--- config.mk ---
export PLATFORM = sky130hd
export DESIGN_NAME = bit_stream_serializer
export DESIGN_NICKNAME = d
export VERILOG_FILES = /design/src/rtl/bit_stream_serializer.sv
export SDC_FILE = /design/constraint.sdc
export NUM_CORES = 1
export LEC_CHECK = 0
export CELL_PAD_IN_SITES_DETAIL_PLACEMENT = 0
export CELL_PAD_IN_SITES_GLOBAL_PLACEMENT = 2
export CORE_MARGIN = 4
export CORE_UTILIZATION = 34
export DETAILED_ROUTE_END_ITERATION = 8
export PLACE_DENSITY_LB_ADDON = 0.1
export SLEW_MARGIN = 30
export SYNTH_ARGS = -nofsm -noshare
export SYNTH_HDL_FRONTEND = slang
export SYNTH_SLANG_ARGS = --single-unit
--- constraint.sdc ---
create_clock -name clock -period 2.45 [get_ports clock]
set_input_delay 0.49 -clock clock [delete_from_list [all_inputs] [get_ports clock]]
set_output_delay 0.49 -clock clock [all_outputs]
set_load 0.005 [all_outputs]
--- src/rtl/bit_stream_serializer.sv ---
// bit_stream_serializer: parallel-to-serial feeder for the 1011 sequence detector.
// Words arrive over a load/ready handshake and leave one bit per clock on x.
// A one-word holding register lets back-to-back words stream with no idle gap.
// Optional feature macro: PARITY_EN appends one even-parity bit to every frame.
module bit_stream_serializer #(
  parameter int WIDTH     = 8,
  parameter int LSB_FIRST = 0,
  parameter bit IDLE_BIT  = 1'b0
) (
  input  logic             clock,
  input  logic             reset,
  input  logic [WIDTH-1:0] data_in,
  input  logic             load,
  output logic             ready,
  output logic             x,
  output logic             x_valid,
  output logic             frame_done
);

`ifdef PARITY_EN
  localparam int FRAME = WIDTH + 1;
`else
  localparam int FRAME = WIDTH;
`endif
  localparam int             CW       = $clog2(WIDTH + 1);
  localparam logic [CW-1:0]  LAST_CNT = CW'(FRAME - 1);

  typedef enum logic {S_IDLE, S_SHIFT} state_t;

  state_t             state_q, state_d;
  logic [CW-1:0]      cnt_q, cnt_d;
  logic [FRAME-1:0]   frm_q, frm_d;
  logic [WIDTH-1:0]   hold_q, hold_d;
  logic               hold_full_q, hold_full_d;
  logic               x_q, x_d;
  logic               x_valid_q, x_valid_d;
  logic               frame_done_q, frame_done_d;

  logic               accept;
  logic               last_bit;

  // Frame layout is arranged so the first bit to send always sits at the
  // shift-out end of the frame register.
  function automatic logic [FRAME-1:0] frame_of(input logic [WIDTH-1:0] w);
`ifdef PARITY_EN
    if (LSB_FIRST != 0) frame_of = {^w, w};
    else                frame_of = {w, ^w};
`else
    frame_of = w;
`endif
  endfunction

  function automatic logic head_bit(input logic [FRAME-1:0] f);
    head_bit = (LSB_FIRST != 0) ? f[0] : f[FRAME-1];
  endfunction

  // ready depends only on the hold flop, never on load.
  assign ready      = ~hold_full_q;
  assign accept     = load & ~hold_full_q;
  assign last_bit   = (state_q == S_SHIFT) && (cnt_q == LAST_CNT);

  assign x          = x_q;
  assign x_valid    = x_valid_q;
  assign frame_done = frame_done_q;

  // State register: all sequential state, synchronous active-high reset.
  always_ff @(posedge clock) begin
    if (reset) begin
      state_q      <= S_IDLE;
      cnt_q        <= '0;
      frm_q        <= '0;
      hold_q       <= '0;
      hold_full_q  <= 1'b0;
      x_q          <= IDLE_BIT;
      x_valid_q    <= 1'b0;
      frame_done_q <= 1'b0;
    end else begin
      state_q      <= state_d;
      cnt_q        <= cnt_d;
      frm_q        <= frm_d;
      hold_q       <= hold_d;
      hold_full_q  <= hold_full_d;
      x_q          <= x_d;
      x_valid_q    <= x_valid_d;
      frame_done_q <= frame_done_d;
    end
  end

  // Next-state logic: frame sequencing, hold fill/drain and the shifter.
  always_comb begin
    state_d     = state_q;
    cnt_d       = cnt_q;
    frm_d       = frm_q;
    hold_d      = hold_q;
    hold_full_d = hold_full_q;
    case (state_q)
      S_IDLE: begin
        if (hold_full_q) begin
          state_d     = S_SHIFT;
          cnt_d       = '0;
          frm_d       = frame_of(hold_q);
          hold_full_d = 1'b0;
        end else if (accept) begin
          state_d = S_SHIFT;
          cnt_d   = '0;
          frm_d   = frame_of(data_in);
        end
      end
      S_SHIFT: begin
        if (last_bit) begin
          cnt_d = '0;
          // A full hold means ready was low, so no accept can collide here.
          if (hold_full_q) begin
            frm_d       = frame_of(hold_q);
            hold_full_d = 1'b0;
          end else if (accept) begin
            frm_d = frame_of(data_in);
          end else begin
            state_d = S_IDLE;
          end
        end else begin
          cnt_d = cnt_q + 1'b1;
          frm_d = (LSB_FIRST != 0) ? (frm_q >> 1) : (frm_q << 1);
          if (accept) begin
            hold_d      = data_in;
            hold_full_d = 1'b1;
          end
        end
      end
      default: begin
        state_d = S_IDLE;
        cnt_d   = '0;
      end
    endcase
  end

  // Output logic: registered copies of what the next cycle presents.
  always_comb begin
    x_d          = IDLE_BIT;
    x_valid_d    = 1'b0;
    frame_done_d = 1'b0;
    if (state_d == S_SHIFT) begin
      x_d          = head_bit(frm_d);
      x_valid_d    = 1'b1;
      frame_done_d = (cnt_d == LAST_CNT);
    end
  end

endmodule

Yosys cells after proc, flatten, opt, wreduce, memory -nomap -nowiden
Index checks and enable logic that the tools add are counted.
Word-level totals
  bits in registers: 25
  output and inout bits: 4
  word-level logic and storage cells: 36
Operators by class
  $add $sub $neg: 1
  equality and inequality tests: 3
  multiplexer cells: 16
  bitwise logic cells: 5
  reductions and logical operators: 3
Operators by type and width (number)
  $mux W8: 3
  $pmux W8 S2: 1
  $mux W4: 3
  $eq A4 B3 Y1 const B: 2
  $pmux W4 S2: 1
  $mux W1: 6
  $add A4 B1 Y4 const B: 1
  $not A1 Y1: 4
  $pmux W1 S2: 2
  $ne A3 B1 Y1 const B: 1
  $reduce_and A3 Y1: 1
  $reduce_or A2 Y1: 1
  $and A1 B1 Y1: 1
  $logic_and A1 B1 Y1: 1

Longest topological paths before layout
  depth in word-level cells: 8
  depth in mapped cells: 5
  gate-level depth less buffers: 4

Least setup slack after synthesis
OpenSTA, ideal clock, no wires.
  path type: flip-flop to flip-flop
  start point: register cnt_q[0]
  end point: register frame_done_q, in the netlist frame_done
  arrival time: 1.326 ns
  required time: 2.319 ns
  slack: 0.993 ns
  cell stages (with the launch flop): 5
  buffers on the path: 0
  period minus slack after synthesis: 1.457 ns
  cells stage by stage: dfxtp_1 > ha_1 > or3b_1 > mux2_2 > nor4b_2
On the way
  cells in the longest elaborated chain, start to end: 6
Ends and longest elaborated chain
  start, declared: line 31  | logic [CW-1:0] cnt_q, cnt_d;
  start signal, assigned: line 79  | cnt_q <= cnt_d;
  branches (longest 6 deep; another with $add A4 B1 Y4)
  end signal, assigned: line 85  | frame_done_q <= frame_done_d;
  end, declared: line 37  | logic frame_done_q, frame_done_d;
Several ways; the timed one is not identified.
A chain may end at the register's enable or synchronous reset.

==> flow_metrics.tcl <==
set metrics [dict create \
    status "complete, no violations" \
    grtUsageTotal_pct 13.0 \
    place.port_buffers 14 \
    final_hold_viol_count 0 \
    pwr-share-clk_pct 25.8 \
    relSlewSlack_pct 67.4 \
    power_leakage_uw 0.000465 \
    avgViaCountPerCell 5.19 \
    ys.flop_type "dfxtp_1" \
    start_kind "flip-flop" \
    avgSynthCellArea_um2 8.81 \
    cts_tree "yes" \
    whs_ps 493 \
    synth_adder_area_share_pct 1.15 \
    place_congestion 0.754 \
    synth_top_family_by_area "simple AND/OR/NAND/NOR gates" \
    reg2reg_slack_ps 830 \
    numClockSinks 23 \
    synth_area_um2 1090 \
    antenna_cells 0 \
    tightestPinTransition_ps 488 \
    crit-reg2reg-capture "x" \
    max_freq_mhz 491 \
    grt_max_degree 19 \
    synth_compound_area_share_pct 21.3 \
    nets 150 \
    slowest_stage "dfxtp_1" \
    swShare_pct 26.0 \
    synth_cell_types 29 \
    path_clk_slew_ps 130 \
    fp-row-count 20 \
    detail-route-antenna-nets 0 \
    grt_pass1_wl_mm 4.28 \
    rr_worst_depth 5 \
    placed_area_um2 1270 \
    drv_slew 0 \
    synth_simple_gate_area_share_pct 22.3 \
    syn2layout_area_growth_pct 18.6 \
    overflow 0 \
    ir_worst_vdd_mv 0.200 \
    dp_hpwl_mm 1.79 \
    max_stage_delay_ps 650 \
    clock_skew_ps 6.44 \
    coreArea_um2 3050 \
    post-route-period-util_pct 83.1 \
    hold_end "frm_q[4]" \
    synthXorXnorAreaFrac_pct 0.802 \
    numCtsBuffers 3 \
    cp_top_family "flip-flops" \
    vias 940 \
    yosysTopAreaCell "dfxtp_1" \
    cp-end-kind "primary output" \
    rr_startpoint "cnt_q[0]" \
    hold_buffers 0 \
    pin_count 15 \
    internal-power_uw 507 \
    drt_first_pass_iters 4 \
    muxShareOfSynthArea_pct 7.45 \
    crit_type "flip-flop to primary output" \
    drive_above_1_share_pct 8.76 \
    synth.top_cell.area_share_pct 42.2 \
    ys_top_cells_by_count "dfxtp_1, nand2_1, o21ai_1" \
    syn_nets 136 \
    ys_seq_area_share_pct 42.2 \
    worst-path-buf-inv 1 \
    worstPathArrival_ps 1550 \
    synth.top_cells.by_area "dfxtp_1, mux2i_1, o21ai_1" \
    hold_path_class "flip-flop to flip-flop" \
    combinationalPowerShare_pct 14.8 \
    drc 0 \
    die_area_um2 4180 \
    ys_ff_latch 23 \
    postLayoutCellArea_um2 1290 \
    setup_violations 0 \
    rsz0062_at_grt "false" \
    synth.most_common_cell "dfxtp_1" \
    synth_edf_count 0 \
    clock_latency_ps 310 \
    pwr-share-seq_pct 59.4 \
    period_minus_slack_ps 2040 \
    cts-root-buf "clkbuf_4" \
    fp.dieH_um 64.7 \
    power_density_nw_per_um2 529 \
    cts_resized 0 \
    drv_cap 0 \
    antenna_found_initial 0 \
    min_path_cells 2 \
    clockBufferDepth 2 \
    post_cts_buffers 0 \
    min_from "frm_q[3]" \
    start_util_pct 35.8 \
    htreeDepth 1 \
    required_ps 1960 \
    syn_inst 124 \
    detail_route.wl_per_cell_um 14.3 \
    yosys_warnings 0 \
    first_global_vias 914 \
    drtIter0Drc 37 \
    synthArstFlopShare_pct 0 \
    crit_fanout 14 \
    wirelength_mm 2.58 \
    dieWidth_um 64.7 \
    path_cells "clkdlybuf4s50_1" \
    p_switching_uw 178 \
    setup_tns_ps 0 \
]
[worst min-delay path: cells and delay by family (launching register included)]
kind | cells | cell delay, ps
flip-flops | 1 | 330
AND/OR/NAND/NOR | 1 | 60
AO/OA/AOI/OAI | 1 | 60
[routing by layer]
layer	part of all wire, %	wire [um]	track usage (%)
met1	51	1330	18.0
met2	42	1070	20.0
met3	6.3	162	2.43
met4	0.74	19	5.01
met5	0	0	0
[per-stage QoR]
| stage | setup WS (ps) | util [%] | instances | total power, uW |
|---|---|---|---|---|
| after floorplan | 993 | - | 124 | 475 |
| after global placement | 580 | 41.6 | 177 | 517 |
| after detailed placement | 587 | 41.6 | 177 | 517 |
| after CTS | 414 | 42.4 | 181 | 691 |
| after global routing | 356 | 42.4 | 181 | 721 |
| final | 414 | 42.4 | 181 | 685 |
[worst max-delay path by stage]
| stage | from | to | slack (ps) | cells past startpoint |
|---|---|---|---|---|
| 3_3_place_gp | load | frame_done | 580 | 4 |
| 2_1_floorplan | cnt_q[0] | frame_done | 990 | 4 |
| 5_1_grt | state_q | x_valid | 360 | 1 |
| 3_5_place_dp | load | frm_q[2] | 590 | 5 |
| 4_1_cts | state_q | x_valid | 410 | 1 |
| 6_report | state_q | x_valid | 410 | 1 |
[cell usage in the layout, fill, tap and decap left out]
cell type	instances
nand3_1	10
buf_4	4
nor3_1	1
nor2_1	2
inv_1	1
nand2b_1	6
a22o_1	1
o211a_1	1
clkbuf_1	1
o21ai_1	14
and3b_2	1
mux2_2	1
dfxtp_1	23
nand3b_1	4
o2bb2ai_1	6
a21oi_2	1
a21oi_1	13
clkbuf_4	3
a32oi_1	2
ha_1	1
and3b_1	2
nand2_1	14
nor4b_2	1
xor2_1	1
mux2i_1	7
clkdlybuf4s50_1	14
nor3_2	1
or3b_1	1
[power groups by stage]
stage / Sequential (uW) / Combinational [uW] / Clock, uW
finish: 407 / 101 / 177
global route: 410 / 112 / 200
CTS: 407 / 102 / 182
detailed placement: 415 / 101 / 0
global placement: 415 / 102 / 0
floorplan: 409 / 66.0 / 0
[cells by family (layout without fill, tap and decap cells)]
kind of cell    after synthesis  in the layout
mux                           8              8
fa+ha+maj                     1              1
xor+xnor                      1              1
simple gates                 43             43
buf+inv                      10             23
flops                        23             23
compound gates               38             38
[flip-flops by register name, indices dropped and copies added (netlist names)]
name,count
frm_q,7
x,1
hold_q,8
hold_full_q,1
frame_done,1
cnt_q,4
state_q,1
[area by class of cell]
class,count,area [um2]
multi-input combinational,91,579
timing repair buffer,18,170
sequential,23,460
fill,316,1760
tap,44,55.1
inverter,1,3.75
clock buffer,4,26.3
(Power assumes the default switching activity.)
